===== config.mk =====
export PLATFORM = sky130hd
export DESIGN_NAME = sys_bus
export DESIGN_NICKNAME = d
export VERILOG_FILES = /design/src/rtl/sys_bus_pkg.sv /design/src/rtl/sys_bus_addr_decode.sv /design/src/rtl/sys_bus.sv
export SDC_FILE = /design/constraint.sdc
export NUM_CORES = 1
export LEC_CHECK = 0
export BUFFER_PORTS_ARGS = -buffer_cell sky130_fd_sc_hd__buf_2
export CORE_UTILIZATION = 37
export DETAILED_ROUTE_END_ITERATION = 12
export GPL_ROUTABILITY_DRIVEN = 0
export GPL_TIMING_DRIVEN = 0
export PLACE_DENSITY = 0.81
export SLEW_MARGIN = 15
export SYNTH_ARGS = -nofsm -noshare
export SYNTH_HDL_FRONTEND = slang
export SYNTH_HIERARCHICAL = 1
export SYNTH_SLANG_ARGS = --single-unit

===== constraint.sdc =====
create_clock -name clk25 -period 1.5 [get_ports clk25]
set_input_delay 0.15 -clock clk25 [delete_from_list [all_inputs] [get_ports clk25]]
set_output_delay 0.15 -clock clk25 [all_outputs]
set_load 0.1 [all_outputs]

===== src/rtl/sys_bus_pkg.sv =====
// sys_bus_pkg: shared constants for the CPU system bus.
// Region indices, default decode tables and FSM state encoding.
package sys_bus_pkg;

   localparam int NREG_DEF = 6;
   localparam int DIV_W    = 4;

   localparam int RGN_IO0 = 0;
   localparam int RGN_IO1 = 1;
   localparam int RGN_IO2 = 2;
   localparam int RGN_IO3 = 3;
   localparam int RGN_ROM = 4;
   localparam int RGN_HI  = 5;

   // Tables are written highest index first so index 0 lands in the LSBs.
   localparam logic [16*NREG_DEF-1:0] REG_BASE_DEF = {
      16'hD000, 16'hFF00, 16'hFE60, 16'hFE40, 16'hFE20, 16'hFE00
   };

   localparam logic [16*NREG_DEF-1:0] REG_MASK_DEF = {
      16'hE000, 16'hFF00, 16'hFFE0, 16'hFFE0, 16'hFFE0, 16'hFFE0
   };

   typedef enum logic {
      RUN  = 1'b0,
      WAIT = 1'b1
   } state_t;

endpackage


===== src/rtl/sys_bus_addr_decode.sv =====
// addr_decode: combinational priority region match, lowest index wins.
// Ports: addr (CPU address) -> sel (one-hot or zero region select).
module addr_decode
   import sys_bus_pkg::*;
#(
   parameter int                     NREG = NREG_DEF,
   parameter logic [16*NREG-1:0]     BASE = REG_BASE_DEF,
   parameter logic [16*NREG-1:0]     MASK = REG_MASK_DEF
) (
   input  logic [15:0]     addr,
   output logic [NREG-1:0] sel
);

   logic hit;

   always_comb begin
      sel = '0;
      hit = 1'b0;
      for (int i = 0; i < NREG; i++) begin
         if (!hit && ((addr & MASK[16*i +: 16]) == BASE[16*i +: 16])) begin
            sel[i] = 1'b1;
            hit    = 1'b1;
         end
      end
   end

endmodule


===== src/rtl/sys_bus.sv =====
// sys_bus: CPU clock enable, region decode, wait states, read mux, error trap.
// Ports: clk25/rst, cpu_ce, addr/we/rdy, slv_sel/slv_we/slv_dbr, dbr, err/err_addr/err_clr.
module sys_bus
   import sys_bus_pkg::*;
#(
   parameter int                 NREG     = NREG_DEF,
   parameter int                 CPU_DIV  = 2,
   parameter logic [16*NREG-1:0] REG_BASE = REG_BASE_DEF,
   parameter logic [16*NREG-1:0] REG_MASK = REG_MASK_DEF,
   parameter logic [2*NREG-1:0]  REG_WAIT = '0
) (
   input  logic              clk25,
   input  logic              rst,
   output logic              cpu_ce,
   input  logic [15:0]       addr,
   input  logic              we,
   output logic              rdy,
   output logic [NREG-1:0]   slv_sel,
   output logic [NREG-1:0]   slv_we,
   input  logic [8*NREG-1:0] slv_dbr,
   output logic [7:0]        dbr,
   output logic              err,
   output logic [15:0]       err_addr,
   input  logic              err_clr
);

   logic [DIV_W-1:0] div;
   state_t           state;
   logic [1:0]       wait_cnt;
   logic [1:0]       w_sel;
   logic [NREG-1:0]  sel_q;
   logic             done;

   addr_decode #(
      .NREG (NREG),
      .BASE (REG_BASE),
      .MASK (REG_MASK)
   ) u_dec (
      .addr (addr),
      .sel  (slv_sel)
   );

   assign cpu_ce = (div == DIV_W'(CPU_DIV - 1));
   assign slv_we = slv_sel & {NREG{we & rdy}};

   always_comb begin
      w_sel = 2'd0;
      for (int i = 0; i < NREG; i++) begin
         if (slv_sel[i]) w_sel = REG_WAIT[2*i +: 2];
      end
   end

   always_comb begin
      dbr = 8'hFF;
      for (int i = 0; i < NREG; i++) begin
         if (sel_q[i]) dbr = dbr & slv_dbr[8*i +: 8];
      end
   end

   // done marks the CPU cycle that completes a stalled access, so the
   // still-held address is not stalled a second time.
   always_ff @(posedge clk25 or posedge rst) begin
      if (rst) begin
         div      <= '0;
         state    <= RUN;
         wait_cnt <= 2'd0;
         sel_q    <= '0;
         rdy      <= 1'b1;
         done     <= 1'b0;
         err      <= 1'b0;
         err_addr <= 16'h0000;
      end else begin
         div <= cpu_ce ? '0 : div + 1'b1;
         if (cpu_ce) begin
            unique case (state)
               RUN: begin
                  sel_q <= slv_sel;
                  done  <= 1'b0;
                  if (!done && w_sel != 2'd0) begin
                     state    <= WAIT;
                     wait_cnt <= w_sel;
                     rdy      <= 1'b0;
                  end
               end
               WAIT: begin
                  if (wait_cnt == 2'd1) begin
                     state    <= RUN;
                     wait_cnt <= 2'd0;
                     rdy      <= 1'b1;
                     done     <= 1'b1;
                  end else begin
                     wait_cnt <= wait_cnt - 2'd1;
                  end
               end
               default: ;
            endcase
         end
         // A new unmapped access beats a same-cycle clear.
         if (cpu_ce && state == RUN && slv_sel == '0) begin
            err <= 1'b1;
            if (!err || err_clr) err_addr <= addr;
         end else if (err_clr) begin
            err      <= 1'b0;
            err_addr <= 16'h0000;
         end
      end
   end

endmodule


==> metrics.csv <==
stage,metric,value,unit
outcome,status,"complete, but fails checks",
outcome,failing checks,"hold timing, setup timing",
logic_synthesis,Post-synth top flop,dfrtp_1,
finish,nets,358,
place,hpwl dp,3450,um
global_route,vias in the first global route,1702,
logic_synthesis,yosys warns,6,
logic_synthesis,number of distinct library cells after synthesis,33,
setup_path,"critical path fanouts, max",7,
sta,Final WS setup,-0.141,ns
global_route,antenna violations before repair,0,
setup_path,CP Data Arrival Time,1.85,ns
setup_path,kind of critical path,in -> reg,
sta,Final Skew,0.00777,ns
setup_path,worst-path cell chain,buf_6 -> or4_4 -> nor3_4 -> nor4_2 -> and4b_4 -> a21oi_4 -> buf_4 -> a22o_1,
power_and_ir_drop,Peak supply drop,0.611,mV
detailed_routing,1st-pass router iterations,4,
finish,"commonest non-fill, non-tap cell in the layout",buf_2,
logic_synthesis,"flops & latches, synth",30,
global_route,largest net degree at the start of global routing,31,
sta,"Slew Viols, Final",0,
floorplan,Initial Utilization,0.399,
floorplan,Die Area,4360,um^2
setup_path,critical path required time,1.71,ns
detailed_routing,DR vias/cell,5.61,
finish,"commonest cells after routing, fill and taps aside","buf_2 (80), buf_4 (27), dfrtp_1 (27), a22o_1 (16), o22ai_4 (15)",
global_route,met3 Usage GRT,0.0621,
run,Max Cap Viol,0,
logic_synthesis,syn nets,216,
logic_synthesis,"FFs w/ async S/R, synth",1.00,
finish,diode count,0,
detailed_routing,post-DR wirelength/cell,19.7,um
cts,Num CTS Buffers,5,
floorplan,Core ar.,3800,um^2
cts,clock latency on the worst-skew pair,0.28,ns
power_and_ir_drop,Pwr Total,2.24,mW
detailed_routing,vias post-DR,1896,
setup_path,Startpoint Class,input port,
sta,Final Hold Fails,30,
global_route,met1 GRT Util,0.274,
worst_hold_path,hold crit path type,in -> async,
cts,TritonCTS clock tree,built,
global_route,gr ovfl total,0,
global_route,M2 GR Usage,0.430,
cts,CTS sink cnt,30,
global_route,Total Routing Usage GR,0.239,
finish,share of post-route cells with drive strength above 1,0.755,
logic_synthesis,sequential-to-total area share from yosys stat,0.495,
global_route,gr busiest metal,met2,
sta,max frequency,609,MHz
detailed_routing,# DRC,0,
floorplan,# IOs,107,
sta,final setup vio count,36,
detailed_routing,post-route ant nets,0,
detailed_routing,drt total wl,6660,um
sta,final hold slack,-0.0398,ns
detailed_routing,initial DRC count,127,
logic_synthesis,synthesized area,1520,um^2
cts,Root Buffer,clkbuf_8,
place,PortBufs,103,
logic_synthesis,Mapped Cells,147,
floorplan,Core Rows,22,
cts,Clock transition at path regs,0.07,ns
logic_synthesis,Avg Inst Size Synth,10.3,um^2
setup_path,CP max stage cell,or4_4,
power_and_ir_drop,pwr/cell area,691,nW/um^2
logic_synthesis,Post-synth EDFFs,0,
sta,unrepaired setup endpoints after global routing,true,
power_and_ir_drop,Static Leak,1.59,nW
sta,Worst Tran Pin Value,0.958,ns
floorplan,die height,66.0,um
cts,CTS Buffer Depth,2,
sta,Slew HR,0.366,
cts,H-tree levels,2,
sta,period utilization,1.09,
setup_path,Crit path largest cell delay,0.53,ns
finish,synth-to-layout area growth,114,%
sta,Final min period,1.64,ns
floorplan,Die Width,66.0,um
global_route,first-pass GRT wire length,7810,um
setup_path,critical path capture point type,flop,
cts,CTS Hold Bufs,0,
## cell usage after synthesis (all sizes together) (3+ instances only)
master,n,area share
a22o,16,0.092
and2,6,0.025
buf,4,0.022
clkinv,6,0.015
dfrtp,30,0.50
inv,5,0.012
nand2,9,0.022
nor2,3,0.0074
nor3,11,0.040
nor4,4,0.017
o21ai,6,0.020
o22ai,24,0.099
## report_power, final
group / internal [mW] / switching (mW)
sequential: 0.835 / 0.0173
combinational: 0.236 / 0.489
clock: 0.370 / 0.297
## layer usage
layer,up-vias,routed length (um)
met1,944,2400
met3,18,447
met5,-,0
met2,94,3650
li1,840,-
met4,0,163
## flip-flops by register name, indices dropped and copies added (netlist names)
| signal | flops |
|---|---|
| err_addr | 16 |
| sel_q | 6 |
| div | 4 |
| wait_cnt | 2 |
| err | 1 |
| state | 1 |
## timing repair
action	CTS	global route
endpoints found under the setup margin	35	41
gates resized for setup	50	60
gates cloned	2	4
setup buffers	10	16
pin swaps	19	22
## through the flow
step	utilization	cell area (um^2)	std cells	setup WS (ns)	setup TNS [ns]
floorplan	-	1920	147	-1.18	-32.52
global placement	0.658	2500	298	-0.564	-11.22
detailed placement	0.658	2500	298	-0.591	-11.75
CTS	0.749	2850	318	-0.118	-1.68
global route	0.855	3250	338	-0.195	-4.32
finish	0.855	3250	338	-0.141	-2.77
## layout make-up
| class | instances | area (um^2) |
|---|---|---|
| clock inverter | 1 | 5.00 |
| inverter | 11 | 71.3 |
| fill | 191 | 549 |
| multi-input combinational | 101 | 1180 |
| tap | 48 | 60.1 |
| buffer | 5 | 52.6 |
| timing repair buffer | 131 | 1010 |
| clock buffer | 7 | 86.3 |
| timing repair inverter | 4 | 23.8 |
| sequential | 30 | 754 |
## logic make-up after synthesis
| logic type | Yosys count | synth area share |
|---|---|---|
| xor gates and xnor gates | 2 | 0.0116 |
| and+or+nand+nor | 43 | 0.171 |
| muxes | 2 | 0.0149 |
| AOI/OAI and AO/OA | 51 | 0.242 |
| adders and majority gates | 1 | 0.00826 |
| other | 2 | 0.00496 |
| DFF | 30 | 0.495 |
| buffers and inverters | 16 | 0.0520 |
## path summary, 6_finish.rpt
kind / startpoint / to / slack [ns] / cells after the start
hold / removal: rst / err_addr[11]$_DFFE_PP0P_ / -0.04 / 2
min in group clk25: addr[13] / err_addr[13]$_DFFE_PP0P_ / 0.09 / 2
max in group asynchronous: rst / sel_q[4]$_DFFE_PP0P_ / 1.09 / 2
setup reg to reg: div[3]$_DFF_PP0_ / err_addr[8]$_DFFE_PP0P_ / -0.14 / 5
setup / recovery: addr[7] / err_addr[8]$_DFFE_PP0P_ / -0.14 / 8
hold reg to reg: div[0]$_DFF_PP0_ / div[0]$_DFF_PP0_ / 0.51 / 1
## worst max-delay path, delay by kind of cell
kind,cells,cell delay (ns)
AND/OR/NAND/NOR,4,1.02
AO/OA/AOI/OAI,2,0.41
buffers and inverters,2,0.25
No activity file was read; power rests on OpenSTA's default activity.
